`src/rtl/irq_pkg.sv`:
```
// rtl/irq_pkg.sv - shared constants and helpers for the pending-interrupt encoder
package irq_pkg;

   localparam int NUM_BITS_DEFAULT = 3;
   // Helpers are sized for the widest supported encoder; callers cast in and out.
   localparam int MAX_BITS = 8;
   localparam int MAX_N    = 1 << MAX_BITS;

   function automatic logic [MAX_N-1:0] onehot(input logic [MAX_BITS-1:0] idx);
      logic [MAX_N-1:0] v;
      v      = '0;
      v[idx] = 1'b1;
      return v;
   endfunction

   function automatic logic [MAX_BITS:0] popcount(input logic [MAX_N-1:0] vec);
      logic [MAX_BITS:0] c;
      c = '0;
      for (int i = 0; i < MAX_N; i++) begin
         c = c + (MAX_BITS+1)'(vec[i]);
      end
      return c;
   endfunction

endpackage

```
`src/rtl/prio_enc_comb.sv`:
```
// rtl/prio_enc_comb.sv - combinational 2^n-to-n encoder, highest set index wins
module prio_enc_comb #(
   parameter int NUM_BITS = 3
) (
   input  logic [2**NUM_BITS-1:0] vec,
   output logic [NUM_BITS-1:0]    idx,
   output logic                   any
);

   always_comb begin
      idx = '0;
      any = |vec;
      // Ascending scan so the last hit, the highest index, is the one kept.
      for (int i = 0; i < 2**NUM_BITS; i++) begin
         if (vec[i]) begin
            idx = NUM_BITS'(i);
         end
      end
   end

endmodule

```
`src/rtl/irq_pending_encoder.sv`:
```
// rtl/irq_pending_encoder.sv - sticky pending register, mask and valid/ready index presentation
module irq_pending_encoder
   import irq_pkg::*;
#(
   parameter int NUM_BITS = NUM_BITS_DEFAULT,
   parameter int CNT_W    = 8
) (
   input  logic                   clk,
   input  logic                   reset,
   input  logic [2**NUM_BITS-1:0] req,
   input  logic [2**NUM_BITS-1:0] mask,
   input  logic                   ready,
   output logic                   valid,
   output logic [NUM_BITS-1:0]    index,
   output logic [2**NUM_BITS-1:0] pending,
   output logic [CNT_W-1:0]       drop_cnt
);

   localparam int N     = 2**NUM_BITS;
   localparam int SUM_W = CNT_W + MAX_BITS + 1;
   localparam logic [CNT_W-1:0] CNT_MAX = {CNT_W{1'b1}};

   logic             accept;
   logic             load;
   logic [N-1:0]     clr_vec;
   logic [N-1:0]     pending_next;
   logic [N-1:0]     drop_vec;
   logic [N-1:0]     eligible;
   logic [NUM_BITS-1:0] enc_idx;
   logic             enc_any;
   logic [SUM_W-1:0] cnt_sum;
   logic [CNT_W-1:0] cnt_next;

   always_comb begin
      accept       = valid & ready;
      clr_vec      = accept ? N'(onehot(MAX_BITS'(index))) : '0;
      pending_next = (pending & ~clr_vec) | req;
      // A request landing on the bit being cleared re-arms it rather than dropping.
      drop_vec     = req & pending & ~clr_vec;
      eligible     = pending & ~mask & ~clr_vec;
      load         = !valid || accept;
      cnt_sum      = SUM_W'(drop_cnt) + SUM_W'(popcount(MAX_N'(drop_vec)));
      cnt_next     = (cnt_sum > SUM_W'(CNT_MAX)) ? CNT_MAX : cnt_sum[CNT_W-1:0];
   end

   prio_enc_comb #(
      .NUM_BITS (NUM_BITS)
   ) u_enc (
      .vec (eligible),
      .idx (enc_idx),
      .any (enc_any)
   );

   always_ff @(posedge clk) begin
      if (reset) begin
         pending  <= '0;
         valid    <= 1'b0;
         index    <= '0;
         drop_cnt <= '0;
      end else begin
         pending  <= pending_next;
         drop_cnt <= cnt_next;
         // Presented index is frozen until accepted: no preemption, no retraction.
         if (load) begin
            valid <= enc_any;
            index <= enc_idx;
         end
      end
   end

endmodule
```
`config.mk`:
```
export PLATFORM = sky130hd
export DESIGN_NAME = irq_pending_encoder
export DESIGN_NICKNAME = d
export VERILOG_FILES = /design/src/rtl/irq_pkg.sv /design/src/rtl/prio_enc_comb.sv /design/src/rtl/irq_pending_encoder.sv
export SDC_FILE = /design/constraint.sdc
export NUM_CORES = 1
export LEC_CHECK = 0
export ABC_AREA = 1
export BUFFER_PORTS_ARGS = -buffer_cell sky130_fd_sc_hd__buf_2
export CAP_MARGIN = 20
export CORE_MARGIN = 2
export CORE_UTILIZATION = 30
export DETAILED_ROUTE_END_ITERATION = 12
export GPL_ROUTABILITY_DRIVEN = 0
export MAX_ROUTING_LAYER = met4
export SLEW_MARGIN = 20
export SYNTH_ARGS = -nofsm -noshare
export SYNTH_HDL_FRONTEND = slang
export SYNTH_SLANG_ARGS = --single-unit
```
`constraint.sdc`:
```
create_clock -name clk -period 6.55 [get_ports clk]
set_input_delay 1.31 -clock clk [delete_from_list [all_inputs] [get_ports clk]]
set_output_delay 1.31 -clock clk [all_outputs]
set_load 0.01 [all_outputs]
```
# == Yosys cells after proc, flatten, opt, wreduce, memory -nomap -nowiden ==
# Index checks and enable logic that the tools add are counted.
# classes
n_addsub,8
order_cmp,3
n_mux,11
n_bitwise,9
reduce_logical,4
# ops
op,count
AND 8 bit,5
two-way mux 8 bit,2
inverter 8 bit,2
two-way mux 3 bit,4
adder 8 x 8 -> 9 bit,1
"> comparator 9 x 8 -> 1 bit, second input constant",1
"< comparator 3 x 9 -> 1 bit, second input constant",1
adder 7 x 1 -> 8 bit,1
bitwise OR 8 bit,1
OR reduction 8 bit,1
adder 6 x 1 -> 7 bit,1
adder 5 x 1 -> 6 bit,1
adder 4 x 1 -> 5 bit,1
adder 3 x 1 -> 4 bit,1
two-way mux 2 bit,2
adder 2 x 1 -> 3 bit,1
demux 1 bit (select 3 bit),1
">= comparator 3 x 1 -> 1 bit, second input constant",1
adder 1 x 1 -> 2 bit,1
two-way mux 1 bit,2
AND 1 bit,1
logical AND 1 bit,1
zero test 1 bit,1
logical OR 1 bit,1
# totals
reg_bits,20
wordCells,39

# == Depth between registers and ports, before layout ==
# Gate-level depths: netlist of run 1.
# logic_depth
ltp_word,17
ltp_mapped,20

# == Hierarchy ==
# From an unflattened synthesis of run 1, not the netlist that was laid out.
# unflattened
hier_cells,177
area_unflattened_um2,1227.4
# modules_own_cells
module,instances,cells_each,area_per_inst_um2
irq_pending_encoder,1,157,1149.9
prio_enc_comb,1,20,77.6

# == Worst setup path after synthesis of run 1 ==
# Ideal clock, no wire load.
# synth_timing
kind,in2reg
start,input port ready
end,register drop_cnt[6]
setup_ps,117
arrival_ps,4654
setup_slack_ps,1779
cell_stages,19
path_cell_list,nand2_1 > nor2_2 > nand3_1 > nand2_1 > nor2_1 > fa_1 > inv_1 > fa_1 > inv_1 > fa_1 > fa_1 > inv_1 > fa_1 > o21ai_2 > nand2_2 > nor2_4 > inv_2 > nor3_1 > nor2_1
# synth_via
elab_chain_len,14
# synth_rtl
item,line,text
start: declaration,irq_pending_encoder.sv:12,"input logic ready,"
AND 1 bit (*),irq_pending_encoder.sv:35,accept = valid & ready;
two-way mux 8 bit (*),irq_pending_encoder.sv:36,clr_vec = accept ? N'(onehot(MAX_BITS'(index))) : '0;
inverter 8 bit (*),irq_pending_encoder.sv:39,drop_vec = req & pending & ~clr_vec;
AND 8 bit (*),irq_pending_encoder.sv:39,
adder 1 x 1 -> 2 bit,irq_pkg.sv:20,c = c + (MAX_BITS+1)'(vec[i]);
adder 2 x 1 -> 3 bit,irq_pkg.sv:20,
adder 3 x 1 -> 4 bit,irq_pkg.sv:20,
adder 4 x 1 -> 5 bit,irq_pkg.sv:20,
adder 5 x 1 -> 6 bit,irq_pkg.sv:20,
adder 6 x 1 -> 7 bit,irq_pkg.sv:20,
adder 7 x 1 -> 8 bit (*),irq_pkg.sv:20,
adder 8 x 8 -> 9 bit (*),irq_pending_encoder.sv:42,cnt_sum = SUM_W'(drop_cnt) + SUM_W'(popcount(MAX_N'(drop_vec)));
> comparator 9 x 8 -> 1 bit,irq_pending_encoder.sv:43,cnt_next = (cnt_sum > SUM_W'(CNT_MAX)) ? CNT_MAX : cnt_sum[CNT_W-1:0];
two-way mux 8 bit (*),irq_pending_encoder.sv:43,
end signal: assignment,irq_pending_encoder.sv:62,drop_cnt <= cnt_next;
end: declaration,irq_pending_encoder.sv:16,output logic [CNT_W-1:0] drop_cnt
# Every way passes the cells marked *; elsewhere a longest branch is shown, timed or not.
# A chain may end at the register's enable or synchronous reset.

# == Worst setup path after layout of run 1 ==
# layout_timing
start,input port ready
end,register drop_cnt[0]
# Same word-level chain as after synthesis.

==> metrics.txt, run 1 <==
initial antenna violation count=0; Internal Power=0.278 mW; total power consumption of the routed design=between 0.4 and 0.5 mW; Final setup violation count=0; CP Class=input port to flop; Slew headroom=79.8%; Resized cells post-CTS=0; port bufs=38; cell family with most CP delay=adder cells; Site Rows=22; Power per Cell Area=275 nW/um^2; worst voltage drop across the vdd grid=0.139 mV; library cell with the largest summed area after synthesis=sky130_fd_sc_hd__dfxtp_1; share of final-layout standard cells stronger than drive strength 1=about a quarter; setup repair after global routing missed its margin=no; CTS root buffer=sky130_fd_sc_hd__clkbuf_8; Vias per Instance=~4.4; number of cells produced by synthesis=approximately 170; Boundary Pins=39; Setup crit end kind=flop; Setup WS post-layout=roughly 1.7 ns; Synth Area in Compound Gates=13.3%; part of the total power dissipated in combinational logic=about a third; Most Frequent Cell on Critical Path=sky130_fd_sc_hd__fa_1; clock network power share=30.3%; Starting Density=between 30% and 40%; global-route wire length before repair=4570 microns; critical-path cell list=buf_2 -> nand2_1 -> nor2_2 -> nand3_1 -> nand2_1 -> nor2_1 -> fa_1 -> inv_1 -> fa_1 -> inv_1 -> fa_1 -> fa_1 -> inv_1 -> fa_1 -> o21ai_2 -> nand2_2 -> nor2_4 -> nand3_4 -> a21oi_1; portion of total power attributed to sequential cells=around 36%; most common library cell in the layout ignoring fill and taps=sky130_fd_sc_hd__buf_2; DR pass1 iterations=4; outcome=finished clean; number of nets in the layout=237; via count of the first global-routing pass=approximately 1100; CORE AREA=~3700 sq um; buffers plus inverters on the worst setup path=4; nature of the critical path startpoint=input port; number of nets produced by synthesis=between 150 and 200; aggregate negative setup slack=0 ns; ratio of final minimum period to clock period=between 70 and 80%; yosys warns=0; Finished Layout Cells=around 250; hpwl dp=roughly 2300 microns; Max Transition Viols Final=0; number of buffers created by CTS=3; level count of the clock H-tree=1; Seq. cell area=400 sq um; part of the Yosys area used for sequential elements=33.4%; fraction of synthesized cell area in xor and xnor cells=slightly below 3%; type of the tightest min-delay check=flop to flop; die width=a little under 70 microns; # clock sinks=20; cell with the biggest individual delay on the critical path=sky130_fd_sc_hd__fa_1; worst skew pair latency=between 0.2 and 0.3 ns; total grt overflow=0; largest net degree at the start of global routing=17; Switching Power=about 0.14 mW; Worst Path Arrival=5.02 ns; post-synthesis average cell area=between 7 and 8 sq um; simple logic cell fraction of the synthesized area=25.5%; area of the multi-input gates=about 670 sq um; maximum clock rate=207 MHz; largest family of logic cells by synthesized area=simple AND/OR/NAND/NOR gates; multiplexer area fraction after synthesis=0%; Critical Path Fanout Max=6; Die Footprint=roughly 4500 sq um; cell types with the largest area share after synthesis=sky130_fd_sc_hd__dfxtp_1, sky130_fd_sc_hd__nand2_1, sky130_fd_sc_hd__inv_1; Max-cap violations=0; total leakage power=0.807 nW; slew of the pin with the lowest slew margin=0.303 ns; global-route total usage across every layer=between 10% and 20%; portion of synthesized cell area occupied by the leading cell type=~33%; ant diodes=0; switching part of the total power=between 30% and 40%; overall die height=roughly 67 microns; Filler cells=between 400 and 500; remaining number of nets flagged by the antenna check after routing=0; worst-case clock skew=about 0.0063 ns; top library cells by usage in the layout, fill and taps aside=sky130_fd_sc_hd__buf_2, sky130_fd_sc_hd__nand2_1, sky130_fd_sc_hd__inv_1; time the final worst path needs with I/O delays and setup=about 4.8 ns; clock-pin slew reported for the worst setup and hold paths after clock tree synthesis=0.08 ns; CP max stage delay=0.57 ns; number of buffers on the longest clock path=2; drt total wl=~2800 microns; final-report hold violation count=0; CP Data Required Time=approximately 6.7 ns; synth unique cells=27; worst setup slack before clock tree synthesis=about 1.4 ns; iteration-0 DRC count of the detailed router=roughly 110; number of synthesized register bits=20; total vias in the final route=between 1000 and 1500; total of hold buffers inserted after clock tree synthesis=0; post-detailed-route wirelength per cell=around 11 microns; number of setup buffers added after CTS=0; TritonCTS clock tree=done; post-synthesis instance area=1200 sq um; final routed DRC violation total=0; synthesis-to-finish area growth=26.5%; Adder-Cell Fraction of Synth Area=between 10% and 20%; Cells after DPL=250; hold slack=0.513 ns
## layer usage
layer	up-vias	GRT usage, %	routed length [microns]
li1	596	-	-
met1	497	15.7	1250
met2	32	23.5	1350
met3	4	3.83	160
met4	0	5.36	22
met5	-	-	0
## state kept, by name, indices dropped and copies added (netlist names)
register and cells:
pending 8, valid 1, drop_cnt 8, index 3
## power by group through the flow
| stage | Combinational, mW | Sequential (mW) | Clock (mW) |
|---|---|---|---|
| floorplan | 0.0895 | 0.158 | 0 |
| global placement | 0.140 | 0.153 | 0 |
| detailed placement | 0.142 | 0.153 | 0 |
| CTS | 0.145 | 0.150 | 0.131 |
| global route | 0.165 | 0.151 | 0.133 |
| finish | 0.142 | 0.149 | 0.126 |
## logic make-up after synthesis
family	Yosys count
and+or+nand+nor	69
buffers and inverters	33
AOI/OAI and AO/OA	28
DFF	20
adders and majority gates	11
xor gates and xnor gates	4
## synthesized netlist by cell type (all sizes together)
library cell  count
nor2             25
xor2              3
nand2            33
a31oi             2
o21ai             8
dfxtp            20
nor3              3
a21oi            15
ha                6
nand3             5
or2               1
nand4             1
a21o              1
nand3b            1
xnor2             1
o21bai            1
fa                5
clkbuf            1
inv              32
a21boi            1
## worst register-to-register path, delay by kind of cell, from the launching register on
family | cells | cell delay [ns]
buffers and inverters | 3 | 0.18
and+or+nand+nor | 8 | 0.83
AOI/OAI and AO/OA | 2 | 0.38
DFF | 1 | 0.38
adders and majority gates | 5 | 2.24
## area by class of cell
class / instances / share of cell area (%)
multi-input cells: 112 / 44.5
well taps: 48 / 3.96
inverters: 32 / 7.92
repair buffers: 38 / 12.5
clock inverters: 1 / 1.98
clock buffers: 3 / 2.72
flip-flops and latches: 20 / 26.4
## worst paths after layout
path                            endpoint             startpoint  depth (start not counted)  slack [ns]
setup / recovery  drop_cnt[0]$_SDFF_PP0_                  ready                         19        1.72
hold / removal     pending[2]$_SDFF_PP0_  pending[2]$_SDFF_PP0_                          2        0.51
setup reg to reg  drop_cnt[0]$_SDFF_PP0_     valid$_SDFFE_PP0P_                         18        2.47
hold reg to reg    pending[2]$_SDFF_PP0_  pending[2]$_SDFF_PP0_                          2        0.51
## metrics by stage
stage	instance area [sq um]	util (%)
after floorplan	1200	-
after global placement	1450	38.6
after detailed placement	1450	38.6
after CTS	1520	40.5
after global routing	1520	40.5
final	1520	40.5
Power figures use the tool's default switching activity.
==> run 2: changes to the inputs <==
Clock period 6.55 ns to 3.9 ns, I/O delays scaled along.
==> run 2 against run 1 <==
  * The flow now finishes with violations (setup timing)
  * Die area is the same
  * Clock power grew 27%
  * Cell area grew 9.5%
  * Utilization grew 3.8 points
  * Clock skew is essentially flat
  * Critical endpoint is now drop_cnt[2]$_SDFF_PP0_
  * Largest cell class unchanged
  * Highest routed layer unchanged
==> metrics.txt, run 2 (synthesis gave the netlist of run 1 again) <==
CTS root buffer=sky130_fd_sc_hd__clkbuf_8; TritonCTS clock tree=done; global-route total usage across every layer=14.9% (+0.90 points); Seq. cell area=400 sq um (unchanged); worst flop-to-flop path startpoint=valid$_SDFFE_PP0P_; Power per Cell Area=416 nW/um^2 (+51%); remaining number of nets flagged by the antenna check after routing=0 (unchanged); most common library cell in the layout ignoring fill and taps=sky130_fd_sc_hd__buf_2; setup repair after global routing missed its margin=yes; iteration-0 DRC count of the detailed router=42 (-63%); start point of the critical path=ready; aggregate negative setup slack=-0.00142 ns (-0.00142 ns); area of the multi-input gates=731 sq um (+8.3%); Internal Power=0.451 mW (+62%); total grt overflow=0 (unchanged); Site Rows=22 (unchanged); # clock sinks=20 (unchanged); Setup crit end kind=flop; level count of the clock H-tree=1 (unchanged); worst voltage drop across the vdd grid=0.235 mV (+69%); CP Data Required Time=4.09 ns (-2.64 ns); Vias per Instance=4.27 (-3.9%); Filler cells=411 (-3.7%); largest registers=drop_cnt x8, pending x8, index x3; Critical Path Fanout Max=6 (unchanged); final routed DRC violation total=0 (unchanged); total power consumption of the routed design=0.690 mW (+65%); ratio of final minimum period to clock period=100%; worst skew pair latency=0.26 ns (about the same); drt total wl=2830 microns (+1.8%); maximum clock rate=approximately 260 MHz; hpwl dp=2300 microns (+0.28%); outcome=finished with violations; number of buffers created by CTS=3 (unchanged); synthesis-to-finish area growth=38.5%; clock-pin slew reported for the worst setup and hold paths after clock tree synthesis=0.08 ns (about the same); die width=67.2 microns (unchanged); Switching Power=0.240 mW (+72%); part of the total power dissipated in combinational logic=40.0% (+6.1 points); final-report hold violation count=0 (unchanged); Starting Density=32.0% (unchanged); type of the tightest min-delay check=flop to flop; initial antenna violation count=0 (unchanged); total leakage power=0.871 nW (+7.9%); portion of total power attributed to sequential cells=36.7% (+0.9 points); Hold Crit Start=pending[3]$_SDFF_PP0_; time the final worst path needs with I/O delays and setup=3.90 ns; CORE AREA=3740 sq um (unchanged); Worst Path Arrival=4.10 ns (-0.92 ns); share of final-layout standard cells stronger than drive strength 1=35.2% (+10 points); total of hold buffers inserted after clock tree synthesis=0 (unchanged); clock network power share=23.2% (-7.1 points); Setup WS post-layout=-0.00142 ns (-1.72 ns); Max Transition Viols Final=0 (unchanged); post-detailed-route wirelength per cell=10.6 microns (-3.2%); DR pass1 iterations=4 (unchanged); nature of the critical path startpoint=input port; via count of the first global-routing pass=1154 (+5.5%); switching part of the total power=34.7% (+1.3 points); number of nets in the layout=250 (+5.5%); Slew headroom=77.8% (-2.0 points); Boundary Pins=39 (unchanged); total vias in the final route=1140 (+0.97%); ant diodes=0 (unchanged); Final setup violation count=1 (+1); overall die height=67.2 microns (unchanged); Die Footprint=4520 sq um (unchanged); Max-cap violations=0 (unchanged); number of buffers on the longest clock path=2 (unchanged); port bufs=38 (unchanged); CP Class=input port to flop; global-route wire length before repair=4940 microns (+8.0%); top library cells by usage in the layout, fill and taps aside=sky130_fd_sc_hd__buf_2, sky130_fd_sc_hd__inv_1, sky130_fd_sc_hd__nand2_1; largest net degree at the start of global routing=17 (unchanged); failing checks=setup timing; slew of the pin with the lowest slew margin=0.334 ns (+0.0303 ns); worst-case clock skew=0.00590 ns (-0.000358 ns)
-- run 2: critical path, stage by stage --
cell and delay [ns]:
sky130_fd_sc_hd__buf_6 0.09, sky130_fd_sc_hd__nand2_8 0.05, sky130_fd_sc_hd__nor2_4 0.12, sky130_fd_sc_hd__nand3_2 0.09
sky130_fd_sc_hd__nand2_2 0.07, sky130_fd_sc_hd__nor2_2 0.05, sky130_fd_sc_hd__fa_1 0.48, sky130_fd_sc_hd__inv_1 0.05
sky130_fd_sc_hd__fa_1 0.47, sky130_fd_sc_hd__inv_1 0.05, sky130_fd_sc_hd__fa_1 0.53, sky130_fd_sc_hd__fa_2 0.22
sky130_fd_sc_hd__inv_2 0.04, sky130_fd_sc_hd__fa_2 0.34, sky130_fd_sc_hd__o21ai_2 0.15, sky130_fd_sc_hd__nand2_2 0.08
sky130_fd_sc_hd__nor2_4 0.13, sky130_fd_sc_hd__nand3_4 0.13, sky130_fd_sc_hd__a21oi_2 0.16
-- run 2: area by class of cell --
class                      count  area share [%]
tap                           48            3.62
timing repair buffer          51            17.7
sequential                    20            24.1
inverter                      32            7.23
clock buffer                   4            3.32
multi-input combinational    112            44.0
-- run 2: metrics by stage --
step | utilization (%) | instance area (sq um) | hold slack (ns) | setup slack (ns) | std cells
finish | 44.4 | 1660 | 0.498 | -0.00142 | 267
global route | 44.4 | 1660 | 0.534 | -0.191 | 267
CTS | 44.0 | 1650 | 0.504 | -0.0184 | 266
detailed placement | 41.6 | 1560 | 0.492 | -0.422 | 259
global placement | 41.6 | 1560 | 0.490 | -0.352 | 259
floorplan | - | 1240 | 0.518 | -0.163 | 165
-- run 2: worst paths after layout --
kind | to | slack [ns] | cells past startpoint
hold / removal | pending[3]$_SDFF_PP0_ | 0.50 | 2
setup / recovery | drop_cnt[2]$_SDFF_PP0_ | -0.001 | 19
setup reg to reg | drop_cnt[2]$_SDFF_PP0_ | 0.13 | 18
hold reg to reg | pending[3]$_SDFF_PP0_ | 0.50 | 2
-- run 2: layer usage --
metal	GRT usage [%]	vias up	wire, microns	part of all wire, %
met5	-	-	0	0
li1	-	623	-	-
met3	3.00	2	118	4.2
met4	3.83	0	16	0.56
met2	25.2	23	1350	48
met1	18.0	492	1350	48
-- run 2: power by group through the flow --
stage	combinational (mW)	clock, mW	sequential, mW
final	0.276	0.160	0.254
after global placement	0.259	0	0.258
after global routing	0.318	0.176	0.258
after CTS	0.269	0.170	0.254
after floorplan	0.154	0	0.268
after detailed placement	0.258	0	0.259
-- run 2: timing repair --
item / in CTS / in global routing
setup buffers: 3 / 1
setup endpoints to repair: 8 / 8
hold endpoints to repair: 0 / 0
pin swaps: 8 / 3
resized for setup: 4 / 2
